[config.mk]
export PLATFORM = sky130hd
export DESIGN_NAME = hazard_control_unit
export DESIGN_NICKNAME = d
export VERILOG_FILES = /design/src/rtl/hazard_pkg.sv /design/src/rtl/hazard_control_unit_forwarding_unit.sv /design/src/rtl/hazard_control_unit.sv
export SDC_FILE = /design/constraint.sdc
export NUM_CORES = 1
export LEC_CHECK = 0
export ABC_AREA = 1
export BUFFER_PORTS_ARGS = -buffer_cell sky130_fd_sc_hd__buf_2
export CORE_UTILIZATION = 50
export CTS_CLUSTER_SIZE = 24
export DETAILED_ROUTE_END_ITERATION = 6
export PLACE_DENSITY = 0.78
export SETUP_SLACK_MARGIN = 0.02
export SLEW_MARGIN = 10
export SYNTH_ARGS = -nofsm -noshare
export SYNTH_HDL_FRONTEND = slang
export SYNTH_SLANG_ARGS = --single-unit
[constraint.sdc]
create_clock -name clock -period 1.85 [get_ports clock]
set_input_delay 0.2775 -clock clock [delete_from_list [all_inputs] [get_ports clock]]
set_output_delay 0.2775 -clock clock [all_outputs]
set_load 0.01 [all_outputs]
[src/rtl/hazard_pkg.sv]
// Shared types and encodings for the ID/EX hazard controller and its forwarding logic.
package hazard_pkg;

  typedef enum logic [1:0] {
    RUN   = 2'd0,
    STALL = 2'd1,
    FLUSH = 2'd2
  } state_t;

  localparam logic [1:0] FWD_REG   = 2'b00;
  localparam logic [1:0] FWD_EXMEM = 2'b10;
  localparam logic [1:0] FWD_MEMWB = 2'b01;

  localparam logic [4:0] REG_X0 = 5'd0;

  // A producer can only feed a consumer if it really writes a non-x0 register.
  function automatic logic dest_match(input logic reg_write, input logic [4:0] rd,
                                      input logic [4:0] rs);
    return reg_write && (rd != REG_X0) && (rd == rs);
  endfunction

endpackage

[src/rtl/hazard_control_unit_forwarding_unit.sv]
// Combinational EX-operand bypass select; EX/MEM results are newer than MEM/WB and win.
module forwarding_unit
  import hazard_pkg::*;
(
  input  logic [4:0] rs1,
  input  logic [4:0] rs2,
  input  logic       exmem_reg_write,
  input  logic [4:0] exmem_rd,
  input  logic       memwb_reg_write,
  input  logic [4:0] memwb_rd,
  output logic [1:0] forward_a,
  output logic [1:0] forward_b
);

  always_comb begin
    forward_a = FWD_REG;
    if (dest_match(exmem_reg_write, exmem_rd, rs1))
      forward_a = FWD_EXMEM;
    else if (dest_match(memwb_reg_write, memwb_rd, rs1))
      forward_a = FWD_MEMWB;
  end

  always_comb begin
    forward_b = FWD_REG;
    if (dest_match(exmem_reg_write, exmem_rd, rs2))
      forward_b = FWD_EXMEM;
    else if (dest_match(memwb_reg_write, memwb_rd, rs2))
      forward_b = FWD_MEMWB;
  end

endmodule

[src/rtl/hazard_control_unit.sv]
// Pipeline hazard controller: load-use stalls, taken-branch flushes, EX forwarding
// selects and saturating stall/flush event counters.
//
// state | meaning
// RUN   | normal issue; detects branches and load-use hazards
// STALL | holding PC and IF/ID, bubbling ID/EX for the remaining load-use cycles
// FLUSH | squashing IF/ID and ID/EX for the remaining branch-penalty cycles
module hazard_control_unit
  import hazard_pkg::*;
#(
  parameter int LOAD_STALL_CYCLES = 1,
  parameter int BRANCH_PENALTY    = 1,
  parameter int CNT_W             = 16
) (
  input  logic             clock,
  input  logic             reset,
  input  logic             IFID_Valid,
  input  logic [4:0]       IFID_Rs1,
  input  logic [4:0]       IFID_Rs2,
  input  logic             IDEX_MemRead,
  input  logic [4:0]       IDEX_Rd,
  input  logic [4:0]       IDEX_Rs1,
  input  logic [4:0]       IDEX_Rs2,
  input  logic             EXMEM_RegWrite,
  input  logic [4:0]       EXMEM_Rd,
  input  logic             MEMWB_RegWrite,
  input  logic [4:0]       MEMWB_Rd,
  input  logic             Branch_Taken,
  output logic             PC_Write,
  output logic             IFID_Write,
  output logic             IFID_Flush,
  output logic             IDEX_Flush,
  output logic [1:0]       Forward_A,
  output logic [1:0]       Forward_B,
  output logic [CNT_W-1:0] Stall_Count,
  output logic [CNT_W-1:0] Flush_Count
);

  localparam logic [2:0] STALL_RELOAD = 3'(LOAD_STALL_CYCLES - 1);
  localparam logic [2:0] FLUSH_RELOAD = 3'(BRANCH_PENALTY - 1);
  localparam bit         STALL_MULTI  = (LOAD_STALL_CYCLES > 1);
  localparam bit         FLUSH_MULTI  = (BRANCH_PENALTY > 1);

  state_t     state, state_next;
  logic [2:0] rem, rem_next;
  logic       lu;
  logic       stall_hit;
  logic [1:0] fwd_a, fwd_b;

  assign lu = IFID_Valid && IDEX_MemRead && (IDEX_Rd != REG_X0) &&
              ((IDEX_Rd == IFID_Rs1) || (IDEX_Rd == IFID_Rs2));

  // Only a fresh hazard seen in RUN counts; a branch in the same cycle squashes it.
  assign stall_hit = (state == RUN) && !Branch_Taken && lu;

  always_ff @(posedge clock or posedge reset) begin
    if (reset) begin
      state <= RUN;
      rem   <= 3'd0;
    end else begin
      state <= state_next;
      rem   <= rem_next;
    end
  end

  always_comb begin
    state_next = state;
    rem_next   = rem;
    if (Branch_Taken) begin
      state_next = FLUSH_MULTI ? FLUSH : RUN;
      rem_next   = FLUSH_MULTI ? FLUSH_RELOAD : 3'd0;
    end else begin
      case (state)
        RUN: begin
          if (lu && STALL_MULTI) begin
            state_next = STALL;
            rem_next   = STALL_RELOAD;
          end
        end
        STALL, FLUSH: begin
          rem_next = rem - 3'd1;
          if (rem == 3'd1)
            state_next = RUN;
        end
        default: begin
          state_next = RUN;
          rem_next   = 3'd0;
        end
      endcase
    end
  end

  always_comb begin
    PC_Write   = 1'b1;
    IFID_Write = 1'b1;
    IFID_Flush = 1'b0;
    IDEX_Flush = 1'b0;
    if (reset) begin
      PC_Write   = 1'b0;
      IFID_Write = 1'b0;
      IFID_Flush = 1'b1;
      IDEX_Flush = 1'b1;
    end else if (Branch_Taken || (state == FLUSH)) begin
      IFID_Flush = 1'b1;
      IDEX_Flush = 1'b1;
    end else if ((state == STALL) || lu) begin
      PC_Write   = 1'b0;
      IFID_Write = 1'b0;
      IDEX_Flush = 1'b1;
    end
  end

  always_ff @(posedge clock or posedge reset) begin
    if (reset) begin
      Stall_Count <= '0;
      Flush_Count <= '0;
    end else begin
      if (stall_hit && (Stall_Count != '1))
        Stall_Count <= Stall_Count + CNT_W'(1);
      if (Branch_Taken && (Flush_Count != '1))
        Flush_Count <= Flush_Count + CNT_W'(1);
    end
  end

  forwarding_unit u_forwarding_unit (
    .rs1             (IDEX_Rs1),
    .rs2             (IDEX_Rs2),
    .exmem_reg_write (EXMEM_RegWrite),
    .exmem_rd        (EXMEM_Rd),
    .memwb_reg_write (MEMWB_RegWrite),
    .memwb_rd        (MEMWB_Rd),
    .forward_a       (fwd_a),
    .forward_b       (fwd_b)
  );

  assign Forward_A = reset ? FWD_REG : fwd_a;
  assign Forward_B = reset ? FWD_REG : fwd_b;

endmodule

; After elaboration in Yosys (flattened, before gate mapping)
; Index checks and enable logic that the tools add are counted.
[word_totals]
regBits = 37
input_bits = 42
output_inout_bits = 40
wordCells = 62
[op_classes]
n_addsub = 3
n_eq_ne = 13
muxes = 19
reduce_logical = 23
[ops]
columns = cell, count
row1 = $add 16x1->16 const B, 2
row2 = $ne 16x16->1 const B, 2
row3 = $eq 5x5->1, 6
row4 = $reduce_bool 5->1, 3
row5 = $logic_and 1x1->1, 13
row6 = $mux 2, 6
row7 = $mux 1, 10
row8 = $pmux 3 s2, 1
row9 = $pmux 2 s2, 1
row10 = $eq 3x1->1 const B, 1
row11 = $logic_or 1x1->1, 3
row12 = $mux 3, 1
row13 = $ne 3x3->1 const B, 1
row14 = $sub 3x1->3 const B, 1
row15 = $eq 2x1->1 const B, 1
row16 = $eq 2x2->1 const B, 1
row17 = $logic_not 2->1, 1
row18 = $ne 2x2->1 const B, 1
row19 = $reduce_and 2->1, 1
row20 = $reduce_or 2->1, 1
row21 = $logic_not 1->1, 1

; Depth between registers and ports, before layout
[logic_depth]
ltp_word = 7
mapped_depth = 11
mapped_depth_nobuf = 10

; Hierarchy
; A second synthesis with hierarchy kept.
[hier_totals]
hier_cells = 379
hier_area_um2 = 2436.1
[modules_own_cells]
columns = module, n_inst, cells_per_inst, area_per_inst_um2, seq_area_each_um2
row1 = hazard_control_unit, 1, 298, 2072.0, 800.8
row2 = forwarding_unit, 1, 81, 364.1, 0.0

; Least setup slack after synthesis
; Ideal clock, no wire load.
[synth_path]
kind = input port to output port
from = input port reset
to = output port Forward_B[0]
arrival_ns = 1.414
required_time_ns = 1.572
path_slack_ns = 0.158
path_stages = 3
path_buffers = 0
cell_sequence = inv_1 nand4_1 a21oi_1
[synth_via]
elab_chain_len = 1
[synth_rtl]
columns = item, line
row1 = start: declaration, hazard_control_unit.sv:16  ; input logic reset,
row2 = $mux 2, hazard_control_unit.sv:137  ; assign Forward_B = reset ? FWD_REG : fwd_b;
row3 = end: declaration, hazard_control_unit.sv:34  ; output logic [1:0] Forward_B,
; No other way between the ends.

; Final worst setup path
[layout_path]
from = register Flush_Count[0]
to = register Flush_Count[12]
[layout_via]
elab_chain_len = 2
word_cells_on_any_way = 3
cone_classes = add/sub (1) / eq/ne (1) / reduce/logical (1)
[layout_rtl]
columns = item, line
row1 = start: declaration, hazard_control_unit.sv:36  ; output logic [CNT_W-1:0] Flush_Count
row2 = start signal: assignment, hazard_control_unit.sv:121  ; Flush_Count <= Flush_Count + CNT_W'(1);
row3 = branches (longest 2 deep; another with $add 16x1->16), -
; Several ways; the timed one is not identified.
; A chain may end at the register's enable or synchronous reset.

==> metrics.md <==
| Metric | Value |
|---|---|
| Run status | complete, but fails checks |
| Failing checks | DRC |
| Met3 wire length | 404 um |
| Die area | 4980 sq um |
| Leakage Power | 1.652 nW |
| Clock power frac | 27.9% |
| Sw Ratio | 33.70% |
| Sequential area share after synthesis | 34.06% |
| Reg area | 800.8 sq um |
| Util after Layout | 65.43% |
| I/O Pins | 82 |
| Clk slew on worst S/H paths | 0.07 ns |
| Initial core utilization | 52.90% |
| Layout area overhead | 23.68% |
| Synth Net Count | 382 |
| CTS tree | built |
| Final slew viol count | 0 |
| Setup crit start kind | flop |
| Total GRT Usage | 23.08% |
| Most frequent cell on the critical path | nand3_1 |
| Area of the core | 4444 sq um |
| Total global routing overflow | 0 |
| Multi-input gate area | 1354 sq um |
| Internal power | 1.255 mW |
| Num CTS Buffers | 5 |
| Cells after synthesis | 338 |
| Req. time, crit path | 2.03 ns |
| Most common library cell in the layout ignoring fill and taps | nand2_1 |
| Post-Place Cell Area | 2818 sq um |
| Comb pwr share | 25.2% |
| Slew @ Worst Pin | 0.3664 ns |
| Syn avg cell area | 6.956 sq um |
| Worst min path class | primary input to async pin |
| VDD IR max | 0.0006422 V |
| Met1 WL | 2495 um |
| CTS root buf | clkbuf_8 |
| DRC | 24 |
| DRT Pass-1 Iters | 7 |
| Max incr delay on CP | 0.42 ns |
| Skew-Pair Late Insertion Delay | 0.29 ns |
| Fin Clk Skew | 0.007691 ns |
| H-tree depth | 2 |
| Diodes inserted | 0 |
| Pin count of the biggest net entering global routing | 26 |
| Final Hold Fails | 0 |
| Number of setup violations in the final report | 0 |
| # nets final | 470 |
| Syn. warnings | 0 |
| Max Used Layer | met4 |
| Slew HR | 75.51% |
| Met2 WL | 2553 um |
| Fin Setup TNS | 0 ns |
| Critical path, cell by cell | ha_1 > nand3_1 > nor3_2 > nand3_1 > nand2_2 > nor2_1 > nand3_1 > nand2_1 > nand2_1 |
| Inst Count DP | 471 |
| # fillers | 385 |
| Worst-path fanout max | 7 |
| DRT iter0 DRCs | 89 |
| Detailed Place HPWL | 4300 um |
| Power density over the cells | 651.1 nW/um^2 |
| Chip height | 70.57 um |
| CTS sink cnt | 32 |
| Fin crit share | 90.68% |
| Distinct cells, synth | 26 |
| Initial antenna violation count | 0 |
| Vias in the first global route | 2,148 |
| Crit-path slowest cell | dfrtp_1 |
| Share of layout cells above drive strength 1 | 26.00% |
| PortBufs | 81 |
| Worst R2R Path Depth | 9 |
| Global-route wire length before repair | 9190 um |
| RePlAce Congestion | 0.8921 |
| Final Cell Area | 2908 sq um |
| Vias per cell | 5.054 |
| Max Fclk | 0.5961 GHz |
| Crit path DAT | 1.86 ns |
| Cell Rows | 24 |
| WL final | 5516 um |
| Post-CTS setup buffer count | 0 |
| Most frequent cells in the layout | nand2_1, buf_2, inv_1 |
| Kind of critical path | flop to flop |
| Tmin final | 1.678 ns |
| Final Non-Filler Cells | 479 |
| Die Wd | 70.57 um |
| Vias | 2,421 |
| Unrepaired setup endpoints after global routing | yes |
| Post-Syn Area | 2351 sq um |
| #FFs+latches synth | 32 |
| DRT antenna net count | 0 |
| Crit end category | flop |
| Clock Path Buffers | 2 |
| Share of power burned in registers | 46.9% |
| Wire per inst | 11.52 um |
| Net switching power | 638.0 uW |
| MaxCap Viol Count | 0 |
-- final cells by class --
type,count,share of cell area (%)
clock buffer,5,2.367
clock inverter,3,0.6454
inverter,44,5.680
multi-input combinational,258,46.56
sequential,32,27.54
tap,52,2.238
timing repair buffer,85,14.97
-- synth_stat cells --
library cell	number	area share [%]
nand2_1	119	19
inv_1	40	6.4
dfrtp_1	32	34
nor2_1	30	4.8
xor2_1	21	7.8
xnor2_1	20	7.5
nand3_1	19	4.0
nand4_1	12	3.2
nor3_1	7	1.5
o21ai_0	7	1.5
inv_2	4	0.64
nor3_2	4	1.7
a21oi_1	3	0.64
buf_4	3	0.96
nand3_2	3	1.3
ha_1	2	1.1
nor4_1	2	0.53
or2_2	2	0.53
buf_6	1	0.48
nand2_2	1	0.27
nand3b_1	1	0.32
nand4_2	1	0.53
nor2_2	1	0.27
nor2_4	1	0.48
nor3b_1	1	0.32
o22ai_1	1	0.27
-- worst max-delay path, delay by kind of cell, from the launching register on --
family | cells | cell delay, ns
adders and majority gates | 1 | 0.24
DFF | 1 | 0.42
and+or+nand+nor | 8 | 0.90
-- repair_timing --
| item | in CTS | in global routing |
|---|---|---|
| setup endpoints to repair | 0 | 8 |
| gates resized for setup | 0 | 1 |
| hold buffers | 0 | 0 |
-- flip-flops by register name (all words and copies together) (netlist names) --
register and cells:
Flush_Count 16, Stall_Count 16
-- kinds of logic (layout without fill, tap and decap cells) --
kind of cell / count (synthesis) / in the layout / synth area share (%)
flip-flops: 32 / 32 / 34.06
adder cells (fa/ha/maj): 2 / 2 / 1.064
buffers and inverters: 48 / 137 / 8.461
XOR/XNOR: 41 / 41 / 15.27
AO/OA/AOI/OAI: 11 / 11 / 2.395
AND/OR/NAND/NOR: 204 / 204 / 38.74
-- power by group through the flow --
stage | clock [mW] | combinational, mW | sequential [mW]
2_1_floorplan | 0 | 0.240 | 0.922
3_3_place_gp | 0 | 0.470 | 0.893
3_5_place_dp | 0 | 0.477 | 0.900
4_1_cts | 0.550 | 0.482 | 0.887
5_1_grt | 0.576 | 0.546 | 0.901
6_report | 0.527 | 0.478 | 0.888
-- stage by stage --
step / worst slack, ns / hold slack (ns) / power [mW]
after floorplan: 0.1581 / 0.4278 / 1.162
after global placement: 0.2174 / 0.3293 / 1.364
after detailed placement: 0.1425 / 0.3275 / 1.376
after CTS: 0.1189 / 0.01581 / 1.918
after global routing: 0.006943 / 0.03103 / 2.022
final: 0.1725 / 0.01872 / 1.893
-- layer usage --
layer  global-route usage [%]  up-vias
met4                    7.556        0
met1                    29.31     1102
met3                    5.128        9
li1                         -     1228
met2                    39.37       82
met5                        0        -
-- worst paths after layout --
kind                           startpoint         endpoint  slack [ns]
setup / recovery           Flush_Count[0]  Flush_Count[12]        0.17
hold / removal                      reset  Flush_Count[14]        0.02
setup reg to reg           Flush_Count[0]  Flush_Count[12]        0.17
hold reg to reg            Flush_Count[9]   Flush_Count[9]        0.52
max in group asynchronous           reset  Stall_Count[11]        1.29
min in group clock           Branch_Taken  Flush_Count[13]        0.37
Power figures use the tool's default switching activity.
